==> src/rtl/uart_tx_port.sv <==
// uart_tx_port: memory-mapped 8N1 UART transmitter for one bus-hub device slot.
//
// Register window (16 bytes at BASE_ADDR, select = addr[3:2]):
//   0 DATA   : write pushes wdata[7:0] into the TX FIFO (lane 0); reads 0
//   1 STATUS : {count[8:4], overflow[3], busy[2], empty[1], full[0]}; write 1 to bit 3 clears overflow
//   2 DIV    : baud divisor (clocks per bit), byte-lane writable; reads {16'b0, div}
//   3        : reads 0, writes ignored
//
// Ports:
//   clk, rst         : core clock, synchronous active-high reset
//   addr/wdata/wmask : hub request address, write data, byte-lane enables
//   ren/wen          : read/write requests, held by the host until ready
//   rdata/ready      : registered read data, one-cycle completion pulse
//   active           : combinational address-decode hit
//   tx               : serial output, idle high
module uart_tx_port #(
  parameter logic [31:0] BASE_ADDR   = 32'h0000_1000,
  parameter logic [15:0] DEFAULT_DIV = 16'd104,
  parameter int unsigned FIFO_DEPTH  = 8
) (
  input  logic        clk,
  input  logic        rst,
  input  logic [31:0] addr,
  input  logic [31:0] wdata,
  input  logic [3:0]  wmask,
  input  logic        ren,
  input  logic        wen,
  output logic [31:0] rdata,
  output logic        ready,
  output logic        active,
  output logic        tx
);

  localparam int unsigned AW = $clog2(FIFO_DEPTH);
  localparam int unsigned CW = AW + 1;

  typedef enum logic [1:0] {S_IDLE, S_START, S_DATA, S_STOP} state_t;

  state_t         r_state, w_state_next;
  logic [7:0]     r_mem [FIFO_DEPTH];
  logic [AW-1:0]  r_wr_ptr, r_rd_ptr;
  logic [CW-1:0]  r_count;
  logic           r_overflow, r_ready, r_held;
  logic [31:0]    r_rdata;
  logic [15:0]    r_div, r_period, r_baud;
  logic [7:0]     r_shift;
  logic [2:0]     r_bitcnt;

  logic           w_full, w_empty, w_busy, w_accept, w_wr, w_rd;
  logic           w_data_wr, w_push, w_drop, w_pop, w_tick, w_tx, w_ovf_clr;
  logic [1:0]     w_sel;
  logic [15:0]    w_div_eff;
  logic [31:0]    w_status, w_rdval;
  logic           w_unused;

  assign active    = (addr[31:4] == BASE_ADDR[31:4]);
  assign w_full    = (r_count == CW'(FIFO_DEPTH));
  assign w_empty   = (r_count == '0);
  assign w_busy    = (r_state != S_IDLE);
  assign w_sel     = addr[3:2];

  // r_held keeps a request that is still asserted after its ready pulse from
  // being executed a second time; it clears once the host drops ren/wen.
  assign w_accept  = active & (ren | wen) & ~r_ready & ~r_held;
  assign w_wr      = w_accept & wen;
  assign w_rd      = w_accept & ren & ~wen;
  assign w_data_wr = w_wr & (w_sel == 2'd0) & wmask[0];
  // A same-cycle pop frees a slot, so a push into a full FIFO still lands.
  assign w_push    = w_data_wr & (~w_full | w_pop);
  assign w_drop    = w_data_wr & w_full & ~w_pop;
  assign w_ovf_clr = w_wr & (w_sel == 2'd1) & wmask[0] & wdata[3];

  assign w_div_eff = (r_div == '0) ? 16'd1 : r_div;
  assign w_tick    = (r_baud == r_period - 16'd1);

  assign w_status  = {23'b0, 5'(r_count), r_overflow, w_busy, w_empty, w_full};

  always_comb begin
    w_rdval = '0;
    case (w_sel)
      2'd1:    w_rdval = w_status;
      2'd2:    w_rdval = {16'b0, r_div};
      default: w_rdval = '0;
    endcase
  end

  always_comb begin
    w_state_next = r_state;
    w_pop        = 1'b0;
    w_tx         = 1'b1;
    case (r_state)
      S_IDLE: begin
        if (!w_empty) begin
          w_pop        = 1'b1;
          w_state_next = S_START;
        end
      end
      S_START: begin
        w_tx = 1'b0;
        if (w_tick) w_state_next = S_DATA;
      end
      S_DATA: begin
        w_tx = r_shift[0];
        if (w_tick && (r_bitcnt == 3'd7)) w_state_next = S_STOP;
      end
      S_STOP: begin
        if (w_tick) w_state_next = S_IDLE;
      end
      default: w_state_next = S_IDLE;
    endcase
  end

  assign tx    = w_tx;
  assign ready = r_ready;
  assign rdata = r_rdata;

  always_ff @(posedge clk) begin
    if (rst) r_state <= S_IDLE;
    else     r_state <= w_state_next;
  end

  always_ff @(posedge clk) begin
    if (w_push) r_mem[r_wr_ptr] <= wdata[7:0];
  end

  always_ff @(posedge clk) begin
    if (rst) begin
      r_wr_ptr   <= '0;
      r_rd_ptr   <= '0;
      r_count    <= '0;
      r_overflow <= 1'b0;
      r_ready    <= 1'b0;
      r_held     <= 1'b0;
      r_rdata    <= '0;
      r_div      <= DEFAULT_DIV;
      r_period   <= 16'd1;
      r_baud     <= '0;
      r_shift    <= '1;
      r_bitcnt   <= '0;
    end else begin
      r_ready <= w_accept;
      r_held  <= (ren | wen) ? (r_held | w_accept) : 1'b0;
      // Cleared on every non-accept cycle, so rdata is 0 whenever ready is 0.
      r_rdata <= w_rd ? w_rdval : '0;

      if (w_push) r_wr_ptr <= r_wr_ptr + AW'(1);
      if (w_pop)  r_rd_ptr <= r_rd_ptr + AW'(1);
      case ({w_push, w_pop})
        2'b10:   r_count <= r_count + CW'(1);
        2'b01:   r_count <= r_count - CW'(1);
        default: r_count <= r_count;
      endcase

      if (w_drop)         r_overflow <= 1'b1;
      else if (w_ovf_clr) r_overflow <= 1'b0;

      if (w_wr && (w_sel == 2'd2)) begin
        if (wmask[0]) r_div[7:0]  <= wdata[7:0];
        if (wmask[1]) r_div[15:8] <= wdata[15:8];
      end

      // The bit period is latched at each bit boundary, so a DIV write never
      // stretches or shortens the bit currently on the line.
      if (w_pop) begin
        r_shift  <= r_mem[r_rd_ptr];
        r_bitcnt <= '0;
        r_baud   <= '0;
        r_period <= w_div_eff;
      end else if (w_busy) begin
        if (w_tick) begin
          r_baud   <= '0;
          r_period <= w_div_eff;
          if (r_state == S_DATA) begin
            r_shift  <= r_shift >> 1;
            r_bitcnt <= r_bitcnt + 3'd1;
          end
        end else begin
          r_baud <= r_baud + 16'd1;
        end
      end
    end
  end

  assign w_unused = &{1'b0, addr[1:0], wdata[31:16], wmask[3:2]};

endmodule

==> config.mk <==
export PLATFORM = sky130hd
export DESIGN_NAME = uart_tx_port
export DESIGN_NICKNAME = d
export VERILOG_FILES = /design/src/rtl/uart_tx_port.sv
export SDC_FILE = /design/constraint.sdc
export NUM_CORES = 1
export LEC_CHECK = 0
export ABC_AREA = 1
export BUFFER_PORTS_ARGS = -buffer_cell sky130_fd_sc_hd__buf_4
export CORE_UTILIZATION = 40
export CTS_CLUSTER_DIAMETER = 30
export DETAILED_ROUTE_END_ITERATION = 16
export PLACE_DENSITY = 0.55
export REMOVE_ABC_BUFFERS = 1
export SLEW_MARGIN = 20
export SYNTH_ARGS = -nofsm -noshare
export SYNTH_HDL_FRONTEND = slang
export SYNTH_SLANG_ARGS = --single-unit
==> constraint.sdc <==
create_clock -name clk -period 4.2 [get_ports clk]
set_clock_uncertainty 0.05 [all_clocks]
set_input_delay 0.42 -clock clk [delete_from_list [all_inputs] [get_ports clk]]
set_output_delay 0.42 -clock clk [all_outputs]
set_load 0.005 [all_outputs]
======== Word-level counts from Yosys, hierarchy flattened ========
Memory sizes are Yosys's and may differ from the RTL's. A register that Yosys moved wholly into a read port is not among the register bits.
Cells that the tools add are included.
Widths: inputs -> output; s select.
operators by class
  add/sub/neg operators ................... 7
  multipliers ............................. 0
  divide/modulo/power cells ............... 0
  $lt $le $gt $ge ......................... 0
  eq/ne operators ......................... 15
  shifts and indexed selects .............. 0
  multiplexer cells ....................... 25
  bitwise gates (word level) .............. 24
  reductions and logical operators ........ 21
operator list
  operator               number
  $mux 16                5
  $mux 8                 4
  $pmux 16 s2            1
  $eq 28x9->1 const B    1
  $add 16x1->16 const B  1
  $eq 16x16->1           1
  $logic_not 16->1       1
  $sub 16x1->16 const B  1
  $and 1x1->1            14
  $reduce_bool 2->1      6
  $add 3x1->3 const B    3
  $eq 2x2->1 const B     4
  $mux 2                 4
  $ne 2x2->1 const B     4
  $pmux 2 s4             1
  $pmux 4 s2             1
  $not 1->1              7
  $eq 2x1->1 const B     3
  $mux 1                 6
  $mux 3                 2
  $reduce_and 2->1       3
  $reduce_and 3->1       2
  $reduce_or 2->1        3
  $add 4x1->4 const B    1
  other kinds (9)        13
storage, ports and cells
  register bits ........................... 106
  bits in latches ......................... 0
  bits in writable memories ............... 64
  ROM bits ................................ 0
  output and inout bits ................... 35
  word-level logic and storage cells ...... 107
  memories kept ........................... 1
memories
  memory  depth  width  rd ports  clocked after Yosys merged registers in  wr ports  RTL line  source
  r_mem   8      8      1         1                                        1         40        logic [7:0] r_mem [FIFO_DEPTH];

======== Longest topological paths before layout ========
Gate-level depths: netlist (run 1).
  word-level depth ........................ 10
  gate-level depth with buffers ........... 19
  depth with buffers taken out ............ 19

======== Worst setup path after synthesis (run 1) ========
Ideal clock, no wire load.
  path kind ............................... input port to flip-flop
  from .................................... input addr[29]
  to ...................................... memory r_mem[5][0], enable pin
  setup time .............................. 0.383 ns
  arrival ................................. 2.217 ns
  required time ........................... 3.767 ns
  path slack .............................. 1.550 ns
  cell stages on the path ................. 9
  path through ............................ nor4_1 > nand2_1 > nor2_1 > nand4_1 > nor2_1 > nand2_1 > inv_1 > nand2_1 > nor3_1
between the ends
  cells in the longest elaborated chain, start to end .. 10
RTL lines
  what                          RTL line  source
  from (decl)                   23        input logic [31:0] addr,
  $eq 28x9->1                   56        assign active = (addr[31:4] == BASE_ADDR[31:4]);
  net active                    30        output logic active,
  $and 1x1->1 (3 in series)     64        assign w_accept = active & (ren | wen) & ~r_ready & ~r_held;
  $and 1x1->1                   65        assign w_wr = w_accept & wen;
  $and 1x1->1 (2 in series)     67        assign w_data_wr = w_wr & (w_sel == 2'd0) & wmask[0];
  $and 1x1->1                   69        assign w_push = w_data_wr & (~w_full | w_pop);
  $mux 1                        123       if (w_push) r_mem[r_wr_ptr] <= wdata[7:0];
  $mux 1 (not written as such)  123
  to (decl)                     40
The timed path passes the listed nets, and every way through them passes these cells.

======== Final worst setup path (run 1) ========
  from .................................... register r_state[0]
  to ...................................... register r_count[3]
between the ends
  cells in the longest elaborated chain, start to end .. 6
  elaborated cells between the ends (all ways) .. 8
  classes of those cells .................. eq/ne (2); mux (2); bitwise (2); reduce/logical (2)
RTL lines
  what                                             RTL line  source
  from (decl)                                      39        state_t r_state, w_state_next;
  from (signal assigned)                           119       else r_state <= w_state_next;
  $logic_not 2->1 (*)                              91        case (r_state)
  $mux 1 (*)                                       91
  $or 1x1->1                                       69
  $and 1x1->1                                      69
  $eq 2x1->1 or $eq 2x2->1 (tied branches)         148       case ({w_push, w_pop})
  $pmux 4 s2 or $reduce_bool 2->1 (tied branches)  n/a
  to (signal assigned)                             149       2'b10: r_count <= r_count + CW'(1);
  to (signal assigned)                             150       2'b01: r_count <= r_count - CW'(1);
  to (signal assigned)                             151       default: r_count <= r_count;
  to (decl)                                        42        logic [CW-1:0] r_count;
Every way passes the cells marked *; elsewhere a longest branch is shown, timed or not.
A chain may end at the register's enable or synchronous reset.

==> results of run 1 <==
[per-layer routing]
layer	part of all wire, %	routed length (um)	vias up
met5	0	0	-
met4	0.98	162	0
met3	4.5	737	13
met2	45	7420	124
met1	50	8230	2647
li1	-	-	3013
[layout make-up]
class	instances	area, sq um	share of cell area, %
Clock buffer	18	429	4.97
Clock inverter	14	125	1.45
Inverter	86	328	3.79
Multi-Input combinational cell	600	3070	35.5
Sequential cell	157	3780	43.8
Tap cell	229	287	3.32
Timing Repair Buffer	82	616	7.13
[registers in the layout, indices dropped and copies added (netlist names), named ones only]
register,flops
r_overflow,1
r_count,4
r_rd_ptr,3
r_baud,16
r_mem,64
r_period,16
rdata,16
ready,1
r_held,1
r_bitcnt,3
r_shift,8
r_state,2
r_div,16
r_wr_ptr,3
[cell families (layout without fill, tap and decap cells)]
kind of cell	after synthesis	after routing	synth area share, %
and+or+nand+nor	428	428	25.0
muxes	9	9	1.22
AOI/OAI and AO/OA	116	116	10.0
xor gates and xnor gates	15	15	1.78
DFF	157	157	51.3
other	1	16	0.0508
adders and majority gates	16	16	2.81
buffers and inverters	129	200	7.90
[metrics by stage]
stage	setup WS (ns)	util, %
2_1_floorplan	1.36	-
3_3_place_gp	1.05	44.8
3_5_place_dp	1.04	44.8
4_1_cts	1.37	47.9
5_1_grt	1.16	47.9
6_report	1.37	47.9
[cell usage in the layout (no fill, tap or decap), drive strengths merged, types with 15 or more instances in the layout]
cell type / n
ha: 15
dfxtp: 93
nor2: 137
nand2: 201
conb: 16
buf: 82
a211oi: 17
nor3: 21
inv: 92
edfxtp: 64
o21ai: 34
a21oi: 36
clkbuf: 18
nand3: 38
[power by group]
| part | total, uW | internal [uW] | switching [uW] |
|---|---|---|---|
| clock network | 1460 | 781 | 682 |
| registers | 1790 | 1680 | 109 |
| logic | 1590 | 534 | 1050 |
[how the worst max path moves through the flow]
stage               start    endpoint  slack, ns  cells after the start
2_1_floorplan  r_state[0]  r_count[3]       1.36                     15
3_3_place_gp     addr[15]  r_count[3]       1.05                     20
3_5_place_dp     addr[15]  r_count[3]       1.04                     20
4_1_cts        r_state[0]  r_count[3]       1.37                     17
5_1_grt        r_state[1]  r_count[3]       1.16                     15
6_report       r_state[0]  r_count[3]       1.37                     17
[synth_stat cells, types with 2 or more instances]
cell type / count
a211oi_1: 17
nor2_2: 3
dfxtp_1: 93
nor3_1: 20
buf_2: 2
nand2_1: 189
nor2_4: 3
inv_1: 82
nor2_1: 131
or2_2: 2
nor4_1: 5
clkbuf_1: 20
buf_6: 2
nand3b_1: 8
nor3b_1: 3
nand2_2: 11
a31oi_1: 2
clkinv_1: 2
o211ai_1: 10
nand3_1: 38
xnor2_1: 9
ha_1: 15
edfxtp_1: 64
o21ai_1: 2
xor2_1: 6
buf_1: 2
buf_4: 16
mux2i_1: 9
nand4_1: 11
a21oi_1: 30
a21oi_2: 6
o21ai_0: 31
o221ai_1: 9
o32ai_1: 7
==> reports/qor.txt, run 1 <==
outcome = completed
Tcrit/Tclk final = 67.3%
fin area = 0.00864 sq mm
Initial Util = 40.9%
RSZ-0062 raised after global routing = no
type of origin of the critical path = flip-flop
H-tree Lvls = 4
Tot Pwr = 4840 uW
most frequent CP cell = nand2_1
setup_tns = 0 ns
Via Count = 5,797
Final Hold Viols = 0
WHS Endpoint = r_mem[0][6]
gr usage total = 18.5%
clock slew at reported path FFs = 0.07 ns
met2 Use GR = 27.6%
Max-Cap Viols = 0
Buf/Inv on CP = 5
most used routing layer = met2
Synth area leaders = edfxtp_1 26%, dfxtp_1 25%, nand2_1 9.6%
Cells after Synth = 871
Hold Crit Depth = 1
synth unique cells = 45
die footprint = 0.0190 sq mm
core area = 0.0180 sq mm
Finished Layout Cells = 1,186
Placed Cells = 1,154
Power Dens Cells = 561 mW/mm^2
worst skew pair latency = 0.43 ns
DR vias/cell = 4.89
M3 GR Usage = 4.19%
gr ovfl total = 0
Num CTS Buffers = 17
Critical R2R Launch = r_state[0]
Seq cells post-synth = 157
kind of critical path = flip-flop to flip-flop
Final HPWL DP = 11.6 mm
slowest CP cell = dfxtp_1
initial antenna violation count = 0
WL per Instance = 14.0 um
Post-Route WL = 16.5 mm
critical path endpoint category = flip-flop
Sink Count = 157
gate family responsible for the most delay along the worst path = buffers and inverters
detailed-route DRC error count = 0
warnings from Yosys = 0
Slew HR = 47.8%
achievable clock frequency = 354 MHz
Die H = 138 um
first-pass GRT wire length = 26.5 mm
CP max stage delay = 0.36 ns
placed inst area = 0.00808 sq mm
cell chosen for the clock root = clkbuf_16
IO Pins = 107
largest net degree at the start of global routing = 34
Critical R2R Capture = r_count[3]
minimum clock period = 2.83 ns
Min Hold Slack = 0.192 ns
Min-Delay Path Class = primary input to flip-flop
Layout fillers = 1,798
DRT Pass-1 Iters = 4
Reg2Reg Setup Slack = 1.37 ns
ant diodes = 0
Iter 0 DRT Violations = 343
top cell type by total area after synthesis = edfxtp_1
Final setup viols = 0
number of synthesized flops with an enable pin = 64
worst slew pin tran = 0.781 ns
Post-synth top flop = dfxtp_1
vias in the first global route = 5,203
R2R depth = 17
CP Data Required Time = 4.47 ns
final net count = 1,032
# Post-CTS Setup Buffers = 0
Seq/Total Area, Yosys = 51.3%
post-synthesis async set-or-reset flop share = 0%
crit-path max FO = 17
Hold Buf Count CTS = 0
Synth-to-Final Area Change = 17.1%
worst-case clock buffer depth = 2
GRT met1 Usage = 26.4%
CTS tree = yes
Mapped Area = 0.00738 sq mm
# rows = 49
Die Wd = 138 um
min-delay src = wdata[6]
critical path arrival = 3.10 ns
I/O Buffers = 70
Leak Pwr = 0.00353 uW
crit path cell chain = inv_1 -> ha_1 -> buf_4 -> inv_1 -> nor2_1 -> buf_4 -> nand2_1 -> inv_1 -> ha_1 -> nand2_1 -> nor2_1 -> a211oi_1 -> nand2_1 -> nand2_1 -> nand3_1 -> nand2_1 -> nor2_1
top-area cell type share of the netlist area = 26.0%
ratio of cells with drive above 1 in the final layout = 15.0%
Max IR drop VDD = 0.000346 V
syn_area_per_cell = 8.47 sq um
Final Max Tran Viols = 0
gp weighted congestion = 0.796
post-cts resize count = 0
Post-DRT Antenna Nets = 0
(Power assumes the default switching activity.)
==> run 2, diff against run 1 <==
Settings changed: PLACE_DENSITY 0.55 to 0.57.
Clock period 4.2 ns to 2.35 ns, I/O delays scaled along.
==> reports/qor.txt, run 2 (synthesis gave the netlist of run 1 again) <==
Biggest register = r_mem
gp weighted congestion = 0.796
Min-Delay Path Class = primary input to flip-flop
final net count = 1,068
setup ws final = 0.185 ns
ratio of cells with drive above 1 in the final layout = 21.2%
Sink Count = 157
Buf/Inv on CP = 2
Final HPWL DP = 12.0 mm
# rows = 49
die footprint = 0.0190 sq mm
placed inst area = 0.00828 sq mm
fin area = 0.00917 sq mm
outcome = completed
Via Count = 5,879
crit path to = r_period[1]
max reg flops = 64
slowest CP cell = dfxtp_2
Hold Crit Depth = 1
Final Hold Viols = 0
gr usage total = 18.2%
critical path startpoint = r_period[1]
I/O Buffers = 70
initial antenna violation count = 0
achievable clock frequency = 462 MHz
IO Pins = 107
gate family responsible for the most delay along the worst path = simple AND/OR/NAND/NOR gates
commonest non-fill, non-tap cell in the layout = nand2_1
Final Max Tran Viols = 0
DRT Pass-1 Iters = 4
Critical R2R Launch = r_period[1]
largest net degree at the start of global routing = 33
Reg2Reg Setup Slack = 0.18 ns
crit-path max FO = 7
worst skew pair latency = 0.43 ns
Critical R2R Capture = r_period[1]
worst-case clock buffer depth = 2
cell chosen for the clock root = clkbuf_16
Num CTS Buffers = 17
CTS tree = yes
Max IR drop VDD = 0.000624 V
DR vias/cell = 4.81
vias in the first global route = 5,314
crit path cell chain = inv_2 -> ha_4 -> nand2_8 -> nor2_2 -> nand2_2 -> nand3_2 -> nand3_2 -> nor3_4 -> nand2_2 -> nand2_2 -> nand2_4 -> buf_4 -> o21ai_0 -> a21oi_1
worst slew pin tran = 0.604 ns
clock slew at reported path FFs = 0.07 ns
Slew HR = 59.6%
most frequent CP cell = nand2_2
Final setup viols = 0
critical path arrival = 2.42 ns
WL per Instance = 13.5 um
Tot Pwr = 9460 uW
R2R depth = 14
Power Dens Cells = 1030 mW/mm^2
detailed-route DRC error count = 0
setup_tns = 0 ns
minimum clock period = 2.17 ns
CP Data Required Time = 2.60 ns
Post-DRT Antenna Nets = 0
core area = 0.0180 sq mm
type of origin of the critical path = flip-flop
Iter 0 DRT Violations = 351
stages on the worst setup path = 14
CP max stage delay = 0.34 ns
Leak Pwr = 0.00377 uW
H-tree Lvls = 4
Post-Route WL = 16.6 mm
Max-Cap Viols = 0
most frequent cells in the layout = 183 x nand2_1, 118 x nor2_1, 111 x buf_4, 85 x dfxtp_1, 79 x inv_1
Final Util = 50.8%
Synth-to-Final Area Change = 24.2%
gr ovfl total = 0
first-pass GRT wire length = 26.2 mm
ant diodes = 0
Initial Util = 40.9%
critical path endpoint category = flip-flop
kind of critical path = flip-flop to flip-flop
Tcrit/Tclk final = 92.1%
pre-CTS WS = -0.164 ns
Die H = 138 um
Die Wd = 138 um
==> run 2: metal layers <==
layer	global-route usage (%)	part of all wire [%]
met5	0	0
met4	4.41	0.64
met1	25.5	51
met2	27.7	45
met3	4.75	3.7
==> run 2: area by class of cell <==
type | count | area (sq um)
Clock inverter | 14 | 174
Sequential cell | 157 | 3800
Fill cell | 1755 | 8860
Tap cell | 229 | 287
Clock buffer | 18 | 429
Inverter | 86 | 330
Timing Repair Buffer | 118 | 916
Multi-Input combinational cell | 600 | 3230
==> run 2: timing repair <==
action                                  CTS  global route
endpoints found under the setup margin    2            29
hold endpoints to repair                  0            19
gates resized for setup                   1            55
buffers inserted                          0             8
hold buffers                              0             4
pin swaps                                 0            16
==> run 2: worst min-delay path by stage <==
stage                           from      endpoint  slack [ns]
after global placement    r_shift[7]    r_shift[7]        0.39
after global routing        wdata[7]   r_mem[1][7]       0.006
final                       wdata[7]   r_mem[1][7]        0.02
after floorplan                  rst  r_period[10]        0.25
after CTS                   wdata[6]   r_mem[0][6]       0.004
after detailed placement  r_overflow      rdata[3]        0.40
==> run 2: power by group <==
group / total (uW) / internal [uW] / switching, uW
sequential: 3200 / 3020 / 177
clock: 2770 / 1520 / 1250
combinational: 3490 / 1370 / 2120
==> run 2: metrics by stage <==
stage	hold WS, ns	std cells
6_report	0.0228	1222
5_1_grt	0.00560	1222
4_1_cts	0.00433	1210
3_5_place_dp	0.398	1178
3_3_place_gp	0.390	1178
2_1_floorplan	0.247	843
==> run 3, diff against run 2 <==
Settings changed: SETUP_SLACK_MARGIN set to 0.5.
==> reports/qor.txt, run 3 (synthesis gave the netlist of run 1 again) <==
gate family responsible for the most delay along the worst path = simple AND/OR/NAND/NOR gates
vias in the first global route = 5,649
Via Count = 6,138
Biggest register = r_mem
Sink Count = 157
most frequent cells in the layout = 153 x nand2_1, 111 x buf_4, 104 x nor2_1, 80 x dfxtp_1, 70 x inv_1
max reg flops = 64
CP max stage delay = 0.32 ns
crit-path max FO = 6
slowest CP cell = dfxtp_2
Tot Pwr = 10,700 uW
Num CTS Buffers = 17
minimum clock period = 2.20 ns
gp weighted congestion = 0.796
Post-Route WL = 17.8 mm
Synth-to-Final Area Change = 37.8%
DRT Pass-1 Iters = 4
fin area = 0.0102 sq mm
kind of critical path = flip-flop to flip-flop
commonest non-fill, non-tap cell in the layout = nand2_1
ratio of cells with drive above 1 in the final layout = 34.1%
Final HPWL DP = 12.0 mm
I/O Buffers = 70
Max-Cap Viols = 0
IO Pins = 107
RSZ-0062 raised after global routing = yes
worst-case clock buffer depth = 2
first-pass GRT wire length = 27.7 mm
placed inst area = 0.00828 sq mm
Max IR drop VDD = 0.000682 V
Post-DRT Antenna Nets = 0
Power Dens Cells = 1050 mW/mm^2
initial antenna violation count = 0
Final Util = 56.4%
cell chosen for the clock root = clkbuf_16
final net count = 1,102
setup ws final = 0.149 ns
ant diodes = 0
Leak Pwr = 0.00413 uW
Iter 0 DRT Violations = 352
gr ovfl total = 0
type of origin of the critical path = flip-flop
CP Data Required Time = 2.61 ns
CTS tree = yes
clock slew at reported path FFs = 0.07 ns
achievable clock frequency = 454 MHz
largest net degree at the start of global routing = 33
core area = 0.0180 sq mm
most frequent CP cell = nand2_2
Die H = 138 um
outcome = completed
pre-CTS WS = -0.164 ns
DR vias/cell = 4.89
Tcrit/Tclk final = 93.6%
Buf/Inv on CP = 3
Min Hold Slack = 0.0203 ns
detailed-route DRC error count = 0
Layout fillers = 1,643
Final Hold Viols = 0
WL per Instance = 14.1 um
critical path endpoint category = flip-flop
Final setup viols = 0
critical path arrival = 2.46 ns
Final Max Tran Viols = 0
Initial Util = 40.9%
Min-Delay Path Class = primary input to flip-flop
worst skew pair latency = 0.43 ns
Die Wd = 138 um
gr usage total = 19.2%
H-tree Lvls = 4
# rows = 49
die footprint = 0.0190 sq mm
crit path cell chain = inv_2 -> ha_4 -> nand2_8 -> nor2_4 -> nand2_2 -> nand2_2 -> nand2_2 -> nor2_2 -> nand2_2 -> nor2_4 -> nand2_4 -> nand2_4 -> nand2_8 -> buf_8 -> buf_12 -> nand2_4 -> a21oi_2
[run 3: changes by cell type in the layout (fill, tap and decap cells not counted), sizes merged]
cell / previous run / this run
buf: 114 / 147
clkinv: 7 / 9
inv: 90 / 88
clkinvlp: 2 / 3
[run 3: area by class of cell]
cell class	instances	area (sq um)	area share (%)
repair buffers	151	1310	12.9
clock buffers	18	429	4.22
repair inverters	1	16.3	0.160
inverters	86	364	3.58
clock inverters	14	174	1.71
multi-input cells	600	3790	37.2
well taps	229	287	2.82
flip-flops and latches	157	3800	37.4
[run 3: report_power, final]
| part | internal [uW] | total, uW | switching [uW] | leakage (uW) |
|---|---|---|---|---|
| clock | 1520 | 2780 | 1260 | 0.000288 |
| combinational | 2010 | 4660 | 2650 | 0.00251 |
| sequential | 3030 | 3220 | 191 | 0.00133 |
[run 3: path summary, 6_finish.rpt]
| check | from | endpoint | slack [ns] | cells past startpoint |
|---|---|---|---|---|
| setup reg to reg | r_period[0] | r_period[10] | 0.15 | 17 |
| hold reg to reg | r_div[10] | r_period[10] | 0.41 | 2 |
| setup / recovery | r_period[0] | r_period[10] | 0.15 | 17 |
| hold / removal | wdata[7] | r_mem[1][7] | 0.02 | 1 |
[run 3: stage by stage]
| step | setup TNS (ns) | std cells |
|---|---|---|
| 3_5_place_dp | -0.178 | 1178 |
| 2_1_floorplan | -5.77 | 843 |
| 4_1_cts | 0 | 1242 |
| 5_1_grt | -0.00527 | 1256 |
| 6_report | 0 | 1256 |
| 3_3_place_gp | -0.139 | 1178 |
[run 3: what timing repair did]
item | 4_1_cts | 5_1_grt
endpoints found under the setup margin | 113 | 133
hold buffers | 0 | 4
setup buffers | 30 | 10
pin swaps | 30 | 43
resized for setup | 118 | 136
cloned | 2 | 0
endpoints found under the hold margin | 0 | 19
[run 3: routing by layer]
metal / vias up / global-route usage (%) / wire length, um
met2: 110 / 30.6 / 8530
met3: 11 / 4.75 / 711
li1: 3166 / - / -
met1: 2851 / 25.9 / 8400
met4: 0 / 4.71 / 112
met5: - / 0 / 0
